==> src/rtl/pipe_ctrl_pkg.sv <==
// Shared types for the RV32I pipeline hazard sequencer: FSM states, control bundle, constants.
package pipe_ctrl_pkg;

  localparam int unsigned REG_ZERO = 0;

  typedef enum logic [1:0] {
    RUN     = 2'd0,
    LDSTALL = 2'd1,
    MEMWAIT = 2'd2
  } state_t;

  typedef struct packed {
    logic pc_en;
    logic pc_redirect;
    logic if_id_en;
    logic if_id_flush;
    logic id_ex_en;
    logic id_ex_bubble;
    logic ex_mem_en;
    logic mem_wb_en;
  } pipe_ctl_t;

  localparam pipe_ctl_t CTL_RUN = '{pc_en: 1'b1, pc_redirect: 1'b0, if_id_en: 1'b1, if_id_flush: 1'b0,
                                    id_ex_en: 1'b1, id_ex_bubble: 1'b0, ex_mem_en: 1'b1, mem_wb_en: 1'b1};
  localparam pipe_ctl_t CTL_BR  = '{pc_en: 1'b1, pc_redirect: 1'b1, if_id_en: 1'b1, if_id_flush: 1'b1,
                                    id_ex_en: 1'b1, id_ex_bubble: 1'b1, ex_mem_en: 1'b1, mem_wb_en: 1'b1};
  localparam pipe_ctl_t CTL_LU  = '{pc_en: 1'b0, pc_redirect: 1'b0, if_id_en: 1'b0, if_id_flush: 1'b0,
                                    id_ex_en: 1'b1, id_ex_bubble: 1'b1, ex_mem_en: 1'b1, mem_wb_en: 1'b1};
  localparam pipe_ctl_t CTL_FRZ = '{pc_en: 1'b0, pc_redirect: 1'b0, if_id_en: 1'b0, if_id_flush: 1'b0,
                                    id_ex_en: 1'b0, id_ex_bubble: 1'b0, ex_mem_en: 1'b0, mem_wb_en: 1'b0};
  localparam pipe_ctl_t CTL_RST = '{pc_en: 1'b0, pc_redirect: 1'b0, if_id_en: 1'b0, if_id_flush: 1'b1,
                                    id_ex_en: 1'b0, id_ex_bubble: 1'b1, ex_mem_en: 1'b0, mem_wb_en: 1'b0};

endpackage

==> src/rtl/load_use_detect.sv <==
// Combinational load-use hazard detect between the load in EX and the instruction in ID.
module load_use_detect
  import pipe_ctrl_pkg::*;
#(
  parameter int unsigned REG_AW = 5
) (
  input  logic [REG_AW-1:0] id_rs1,
  input  logic [REG_AW-1:0] id_rs2,
  input  logic              id_use_rs1,
  input  logic              id_use_rs2,
  input  logic [REG_AW-1:0] ex_rd,
  input  logic              ex_rd_wren,
  input  logic              ex_is_load,
  output logic              luh
);

  logic rd_live;
  logic hit1;
  logic hit2;

  assign rd_live = ex_is_load & ex_rd_wren & (ex_rd != REG_AW'(REG_ZERO));
  assign hit1    = id_use_rs1 & (id_rs1 == ex_rd);
  assign hit2    = id_use_rs2 & (id_rs2 == ex_rd);
  assign luh     = rd_live & (hit1 | hit2);

endmodule

==> src/rtl/pipe_hazard_ctrl.sv <==
// Pipeline sequencer: stage enables/flushes/bubbles with MEM-wait > branch > load-use priority.
// Define HAZ_PERF_CNT_EN to build the stall_cnt/flush_cnt performance counters.
module pipe_hazard_ctrl
  import pipe_ctrl_pkg::*;
#(
  parameter int unsigned REG_AW       = 5,
  parameter int unsigned LOAD_STALL_C = 1,
  parameter int unsigned MEM_TIMEOUT  = 16
) (
  input  logic              clk,
  input  logic              rst,
  input  logic [REG_AW-1:0] id_rs1,
  input  logic [REG_AW-1:0] id_rs2,
  input  logic              id_use_rs1,
  input  logic              id_use_rs2,
  input  logic [REG_AW-1:0] ex_rd,
  input  logic              ex_rd_wren,
  input  logic              ex_is_load,
  input  logic              ex_br_taken,
  input  logic              mem_req,
  input  logic              mem_ready,
  output logic              pc_en,
  output logic              pc_redirect,
  output logic              if_id_en,
  output logic              if_id_flush,
  output logic              id_ex_en,
  output logic              id_ex_bubble,
  output logic              ex_mem_en,
  output logic              mem_wb_en,
  output logic              mem_err,
  output logic [31:0]       stall_cnt,
  output logic [31:0]       flush_cnt
);

  state_t    state;
  logic [2:0] lcnt;
  logic [7:0] wcnt;
  logic       luh;
  logic       busy;
  logic       timeout;
  logic       hold;
  logic       ld_act;
  pipe_ctl_t  ctl;

  load_use_detect #(.REG_AW(REG_AW)) u_luh (
    .id_rs1     (id_rs1),
    .id_rs2     (id_rs2),
    .id_use_rs1 (id_use_rs1),
    .id_use_rs2 (id_use_rs2),
    .ex_rd      (ex_rd),
    .ex_rd_wren (ex_rd_wren),
    .ex_is_load (ex_is_load),
    .luh        (luh)
  );

  assign busy    = mem_req & ~mem_ready;
  // The timeout cycle is handled exactly like a mem_ready cycle so the pipeline resumes at once.
  assign timeout = busy && (state == MEMWAIT) && (wcnt == 8'(MEM_TIMEOUT - 1));
  assign hold    = busy & ~timeout;
  assign ld_act  = luh | (state == LDSTALL);
  assign mem_err = ~rst & timeout;

  always_comb begin
    ctl = CTL_RUN;
    if (rst)              ctl = CTL_RST;
    else if (hold)        ctl = CTL_FRZ;
    else if (ex_br_taken) ctl = CTL_BR;
    else if (ld_act)      ctl = CTL_LU;
  end

  assign pc_en        = ctl.pc_en;
  assign pc_redirect  = ctl.pc_redirect;
  assign if_id_en     = ctl.if_id_en;
  assign if_id_flush  = ctl.if_id_flush;
  assign id_ex_en     = ctl.id_ex_en;
  assign id_ex_bubble = ctl.id_ex_bubble;
  assign ex_mem_en    = ctl.ex_mem_en;
  assign mem_wb_en    = ctl.mem_wb_en;

  always_ff @(posedge clk or posedge rst) begin
    if (rst) begin
      state <= RUN;
      lcnt  <= '0;
      wcnt  <= '0;
    end else if (hold) begin
      state <= MEMWAIT;
      wcnt  <= wcnt + 8'd1;
      lcnt  <= '0;
    end else begin
      wcnt <= '0;
      if (ex_br_taken) begin
        state <= RUN;
        lcnt  <= '0;
      end else if (state == LDSTALL) begin
        lcnt  <= lcnt - 3'd1;
        state <= (lcnt == 3'd1) ? RUN : LDSTALL;
      end else if (luh) begin
        lcnt  <= 3'(LOAD_STALL_C - 1);
        state <= (LOAD_STALL_C > 1) ? LDSTALL : RUN;
      end else begin
        state <= RUN;
        lcnt  <= '0;
      end
    end
  end

`ifdef HAZ_PERF_CNT_EN
  logic [31:0] stall_q;
  logic [31:0] flush_q;

  always_ff @(posedge clk or posedge rst) begin
    if (rst) begin
      stall_q <= '0;
      flush_q <= '0;
    end else begin
      if (!ctl.pc_en && stall_q != '1)      stall_q <= stall_q + 32'd1;
      if (ctl.pc_redirect && flush_q != '1) flush_q <= flush_q + 32'd1;
    end
  end

  assign stall_cnt = stall_q;
  assign flush_cnt = flush_q;
`else
  assign stall_cnt = '0;
  assign flush_cnt = '0;
`endif

endmodule

==> config.mk <==
export PLATFORM = sky130hd
export DESIGN_NAME = pipe_hazard_ctrl
export DESIGN_NICKNAME = d
export VERILOG_FILES = /design/src/rtl/pipe_ctrl_pkg.sv /design/src/rtl/load_use_detect.sv /design/src/rtl/pipe_hazard_ctrl.sv
export SDC_FILE = /design/constraint.sdc
export NUM_CORES = 1
export LEC_CHECK = 0
export ABC_AREA = 0
export CAP_MARGIN = 20
export CORE_MARGIN = 5
export CORE_UTILIZATION = 35
export CTS_BUF_LIST = sky130_fd_sc_hd__clkbuf_4 sky130_fd_sc_hd__clkbuf_8
export CTS_CLUSTER_DIAMETER = 200
export DETAILED_ROUTE_END_ITERATION = 8
export GPL_TIMING_DRIVEN = 0
export PLACE_DENSITY = 0.83
export SLEW_MARGIN = 10
export SYNTH_ARGS = -nofsm -noshare
export SYNTH_HDL_FRONTEND = slang
export SYNTH_SLANG_ARGS = --single-unit
==> constraint.sdc <==
create_clock -name clk -period 2.9 [get_ports clk]
set_input_delay 0.58 -clock clk [delete_from_list [all_inputs] [get_ports clk]]
set_output_delay 0.58 -clock clk [all_outputs]
set_load 0.005 [all_outputs]
After elaboration in Yosys (flattened, before gate mapping)
Index checks and enable logic that the tools add are counted.
{"block": "word_totals", "elab_cells": 39, "regBits": 13}
{"block": "op_classes", "eq_ne": 6, "n_addsub": 2, "n_bitwise": 13, "n_reduce_logical": 3, "muxes": 12}
{"op": "$mux W8", "count": 5}
{"op": "$eq A5 B5 Y1", "count": 2}
{"op": "$mux W3", "count": 3}
{"op": "$add A8 B1 Y8 const B", "count": 1}
{"op": "$and A1 B1 Y1", "count": 8}
{"op": "$eq A8 B4 Y1 const B", "count": 1}
{"op": "$reduce_bool A5 Y1", "count": 1}
{"op": "$eq A3 B1 Y1 const B", "count": 1}
{"op": "$mux W1", "count": 3}
{"op": "$not A1 Y1", "count": 3}
{"op": "$sub A3 B1 Y3 const B", "count": 1}
{"op": "$eq A2 B1 Y1 const B", "count": 1}
{"op": "$eq A2 B2 Y1 const B", "count": 1}
{"op": "$logic_and A1 B1 Y1", "count": 2}
{"op": "$mux W2", "count": 1}
{"op": "$or A1 B1 Y1", "count": 2}

Longest topological paths before layout
{"block": "logic_depth", "ltp_word": 9, "mapped_depth": 7, "depth_no_buf": 6}

Hierarchy
A second synthesis with hierarchy kept.
{"block": "hier_totals", "hier_cells": 155, "hier_area_um2": 1348.8}
{"mod": "pipe_hazard_ctrl", "cells_per_inst": 138, "area_each_um2": 1213.7, "n_inst": 1, "seq_area_each_um2": 325.3}
{"mod": "load_use_detect", "cells_per_inst": 17, "area_each_um2": 135.1, "n_inst": 1, "seq_area_each_um2": 0.0}

Least setup slack after synthesis
Ideal clock, no wire load.
{"block": "synth_path", "path_kind": "input to output", "startpoint": "in mem_ready", "endpoint": "out pc_en", "setup_slack_ns": 0.288, "required_time_ns": 2.320, "path_stages": 6, "arrival_time_ns": 2.032, "cell_sequence": "or4b_1 -> o31ai_2 -> buf_4 -> nand3_1 -> a21oi_1 -> buf_4"}
{"block": "synth_via", "elab_chain_cells": 8}
{"element": "start, declared", "line_no": "pipe_hazard_ctrl.sv:21", "rtl": "input logic mem_ready,"}
{"element": "$not A1 Y1 (*)", "line_no": "pipe_hazard_ctrl.sv:56", "rtl": "assign busy = mem_req & ~mem_ready;"}
{"element": "$and A1 B1 Y1 (*)", "line_no": "pipe_hazard_ctrl.sv:56"}
{"element": "$logic_and A1 B1 Y1 (2 in series)", "line_no": "pipe_hazard_ctrl.sv:58", "rtl": "assign timeout = busy && (state == MEMWAIT) && (wcnt == 8'(MEM_TIMEOUT - 1));"}
{"element": "$not A1 Y1", "line_no": "pipe_hazard_ctrl.sv:59", "rtl": "assign hold = busy & ~timeout;"}
{"element": "$and A1 B1 Y1 (*)", "line_no": "pipe_hazard_ctrl.sv:59"}
{"element": "$mux W8 (*)", "line_no": "pipe_hazard_ctrl.sv:66", "rtl": "else if (hold) ctl = CTL_FRZ;"}
{"element": "$mux W8 (*)", "line_no": "pipe_hazard_ctrl.sv:65", "rtl": "if (rst) ctl = CTL_RST;"}
{"element": "end, declared", "line_no": "pipe_hazard_ctrl.sv:22", "rtl": "output logic pc_en,"}
Mark *: on every way between the ends. The rest lies on a longest branch, timed or not.

Worst setup path after layout
{"block": "layout_path", "startpoint": "in mem_ready", "endpoint": "out mem_wb_en"}
{"block": "layout_via", "elab_chain_cells": 8}
{"element": "$not A1 Y1 (*)", "line_no": "pipe_hazard_ctrl.sv:56"}
{"element": "$and A1 B1 Y1 (*)", "line_no": "pipe_hazard_ctrl.sv:56"}
{"element": "$logic_and A1 B1 Y1 (2 in series)", "line_no": "pipe_hazard_ctrl.sv:58"}
{"element": "$not A1 Y1", "line_no": "pipe_hazard_ctrl.sv:59"}
{"element": "$and A1 B1 Y1 (*)", "line_no": "pipe_hazard_ctrl.sv:59"}
{"element": "named net hold", "line_no": "pipe_hazard_ctrl.sv:41", "rtl": "logic hold;"}
{"element": "$mux W8 (*)", "line_no": "pipe_hazard_ctrl.sv:66"}
{"element": "$mux W8 (*)", "line_no": "pipe_hazard_ctrl.sv:65"}
{"element": "end, declared", "line_no": "pipe_hazard_ctrl.sv:29", "rtl": "output logic mem_wb_en,"}
The timed path passes the listed nets; every way through them passes the cells marked *.

==> impl_results.md <==
- Status: finished, final reports clean
- Ant diodes: 0
- Power dissipated by switching net loads: about 140 uW
- Top flip-flop cell by instance count after synthesis: sky130_fd_sc_hd__dfrtp_1
- Routability congestion estimate from global placement: approximately 0.81
- Total of endpoints with negative setup slack in the final report: 0
- Worst hold start: wcnt[0]
- Area share of the largest cell type after synthesis: about two fifths
- Clock group share of total power: a little under a third
- Met1 Resource Use GR: around 12%
- Cell types occupying the most area after synthesis: sky130_fd_sc_hd__buf_4 (39%), sky130_fd_sc_hd__dfrtp_1 (25%), sky130_fd_sc_hd__xnor2_1 (8.8%), sky130_fd_sc_hd__nor2_1 (3.5%), sky130_fd_sc_hd__ha_1 (2.9%)
- Horizontal extent of the die: roughly 71 um
- Reg2reg setup slack: 1.15 ns
- Number of clock sinks seen by CTS: 13
- Number of instances in the synthesized netlist: between 150 and 200
- Cell variety after synth: 26
- Number of enable flip-flop cells after synthesis: 0
- FF-to-FF Start: wcnt[5]
- Arrival time at the worst endpoint: between 2 and 2.5 ns
- Maximum vdd ir drop: 115.9 uV
- Switching part of the total: 26.18%
- Die outline area: roughly 5000 um2
- Highest cell delay on the worst timing path: a little over 0.5 ns
- CORE AREA: 3633 um2
- Worst min-delay path endpoint: wcnt[0]
- Pin count of the biggest net entering global routing: 12
- Crit path kind: input port to primary output
- Internal power of the cells: 391.9 uW
- CTS tree: done
- Instance count along the most critical hold path: 1
- Reg area: between 300 and 400 um2
- Overall overflow remaining after global route: 0
- Area used by multi-input combinational logic: 706.9 um2
- Synthesis warning total: 0
- Number of I/O pins: 97
- TritonRoute pass-1 iters: 4
- Number of endpoints with negative hold slack in the final report: 0
- Hold/Removal Path Class: register to register
- Share of synthesized cell area in full adder, half adder and majority cells: 2.896%
- Critical Path Slowest Stage Cell: sky130_fd_sc_hd__or4b_4
- Detailed router's first-iteration violation count: 26
- Share of synthesized flip-flops with an asynchronous set or reset: 100.0%
- Final #Nets: around 280
- Total of max-cap violations: 0
- Clock slew seen by the registers of the worst setup and hold paths: approximately 0.050 ns
- Largest clock skew in the final design: around 0.0027 ns
- Buffers on Ports: 32
- Residual DRC: 0
- Mux cell area share after synthesis: 0%
- Share of final-layout standard cells stronger than drive strength 1: 33.59%
- Vias per inst: 3.563
- Yosys reg bits: 13
- Mean post-synth cell area: approximately 8.5 um2
- Cell with the most instances after synthesis: sky130_fd_sc_hd__buf_4
- M3 GR Usage: 4.972%
- Synthesized cell area: roughly 1300 um2
- CTS hold repair buffers: 0
- XOR/XNOR Fraction of Synth Area: between 10% and 20%
- Capturing point of the worst reg2reg path: state[0]
- Number of H-tree branching levels: 1
- Top fanout value on the critical path: 4
- Final routed wirelength across all metal layers: roughly 2800 um
- Via count: around 1100
- Maximum clock frequency: between 300 and 400 MHz
- Initial antenna violation count: 0
- Critical-path cell list: dlygate4sd2_1, or4b_4, o31ai_4, buf_4, inv_4, nor2_4, buf_4, dlygate4sd2_1
- Maximum number of buffers from clock root to sink: 2
- Minimum clock period: between 2 and 3 ns
- Required time worst endpoint: roughly 2.3 ns
- First-pass GRT wire length: about 4400 um
- Layer with the highest usage: met2
- Vias in the first global route: around 1000
- Source-to-sink clock delay at the later pin of the worst-skew pair: around 0.25 ns
- Setup repair after global routing missed its margin: true
- Final routed wire length divided by cell count: around 9.1 um
- Initial Utilization: between 30% and 40%
- PwrDens: about 260 nW/um2
- Crit. Startpoint: mem_ready
- Final antenna-violating net count: 0
- Cell type contributing the most total cell area after synthesis: sky130_fd_sc_hd__buf_4
- Worst setup slack after layout: 0.05515 ns
- Part of the total power dissipated in sequential elements: about a third
- CTS root buf: sky130_fd_sc_hd__clkbuf_8
- Most common library cells after synthesis: sky130_fd_sc_hd__buf_4 (68), sky130_fd_sc_hd__dfrtp_1 (13), sky130_fd_sc_hd__xnor2_1 (13)
- Synthesized-area fraction occupied by and/or/nand/nor cells: 15.15%
- Worst setup SP type: input port
- Kind of end point of the critical path: primary output
- Synth-to-Final Area Change: 55.89%
- Fillcell total: ~360
- Worst Setup Slack post-DPL: -0.8284 ns
- Inserted Clock Buffers: 3
- Proportion of synthesized chip area in sequential cells: about a quarter
- Combinational group share of total power: between 30% and 40%
- Combinational family with the most area after synthesis: buffers and inverters
- Synth Area in Compound Gates: under 10%
- Max-slew violations: 0
- Final cell utilization of the core: 55.61%
- Leakage component of the power: between 1 and 1.5 nW
- Final period utilization: 98.10%
- GR met2 Demand/Resource: between 10% and 20%
- Reg2reg path depth: 5
- Height of the chip: between 70 and 80 um
- All-Layer GR Usage: around 11%
- Total half-perimeter wirelength after legalization and detailed placement: roughly 2400 um
- Core Rows: 22
-- worst max-delay path by stage --
stage / slack (ns) / endpoint
after detailed placement: -0.83 / pc_en
after global routing: -0.01 / mem_wb_en
final: 0.06 / mem_wb_en
after global placement: -0.80 / pc_en
after CTS: 0.03 / pc_en
after floorplan: 0.29 / pc_en
-- final cells by class --
class / instances / share of cell area [%]
Timing Repair Buffer: 38 / 17.34
Tap cell: 48 / 2.972
Sequential cell: 13 / 16.10
Clock buffer: 3 / 2.043
Buffer: 67 / 25.08
Clock inverter: 1 / 0.2477
Multi-Input combinational cell: 129 / 34.98
Inverter: 5 / 1.238
-- metal layers --
metal	part of all wire [%]	vias to the layer above	wire [um]
li1	-	567	-
met1	34	455	929
met2	53	57	1466
met3	12	4	325
met4	1.1	0	30
met5	0	-	0
-- cell families after synthesis --
| group | count (synthesis) |
|---|---|
| AOI/OAI and AO/OA | 7 |
| xor gates and xnor gates | 17 |
| adders and majority gates | 3 |
| buffers and inverters | 73 |
| DFF | 13 |
| other | 1 |
| and+or+nand+nor | 38 |
-- registers in the layout, summed over array words and instances, names as in the netlist --
register and count:
lcnt 3, wcnt 8, state 2
-- placed cells by master (no fill, tap or decap), types with 3 or more instances in the layout --
master                            synthesis  routed
sky130_fd_sc_hd__inv_1                    4       3
sky130_fd_sc_hd__clkbuf_8                 0       3
sky130_fd_sc_hd__nor2_1                  12      11
sky130_fd_sc_hd__and3_1                   3       3
sky130_fd_sc_hd__dlygate4sd2_1            0      12
sky130_fd_sc_hd__nand4_1                  3       3
sky130_fd_sc_hd__xor2_1                   4       4
sky130_fd_sc_hd__nand2_1                  6       6
sky130_fd_sc_hd__nand3_1                  3       3
sky130_fd_sc_hd__ha_1                     3       3
sky130_fd_sc_hd__clkdlybuf4s50_1          0      18
sky130_fd_sc_hd__xnor2_1                 13      13
sky130_fd_sc_hd__buf_4                   68      71
sky130_fd_sc_hd__dfrtp_1                 13      13
sky130_fd_sc_hd__conb_1                   1      64
-- stage by stage --
stage	total power [mW]	instances	hold slack [ns]	cell area (um2)	setup TNS, ns
floorplan	0.3051	215	0.4231	1533	0
global placement	0.3620	295	0.4393	1913	-4.558
detailed placement	0.3640	295	0.4506	1913	-4.626
CTS	0.5330	305	0.4574	2022	0
global route	0.5644	304	0.4752	2021	-0.02421
finish	0.5310	304	0.4502	2021	0
-- power groups by stage --
stage	Combinational [mW]	Sequential (mW)	Clock, mW
floorplan	0.118	0.188	0
global placement	0.174	0.188	0
detailed placement	0.176	0.188	0
CTS	0.180	0.185	0.168
global route	0.203	0.185	0.177
finish	0.184	0.185	0.163
-- critical path, delay by kind of cell --
| family | cells | cell delay, ns |
|---|---|---|
| buf+inv | 5 | 0.83 |
| compound gates | 1 | 0.28 |
| simple gates | 2 | 0.60 |
-- timing repair --
action                                  CTS  global route
cloned                                    0             0
setup buffers                             7             0
pin swaps                                 3             2
hold endpoints to repair                  0             0
resized for setup                        27             2
endpoints found under the setup margin    9             4
Note: power is estimated with default switching activity, not from simulation.
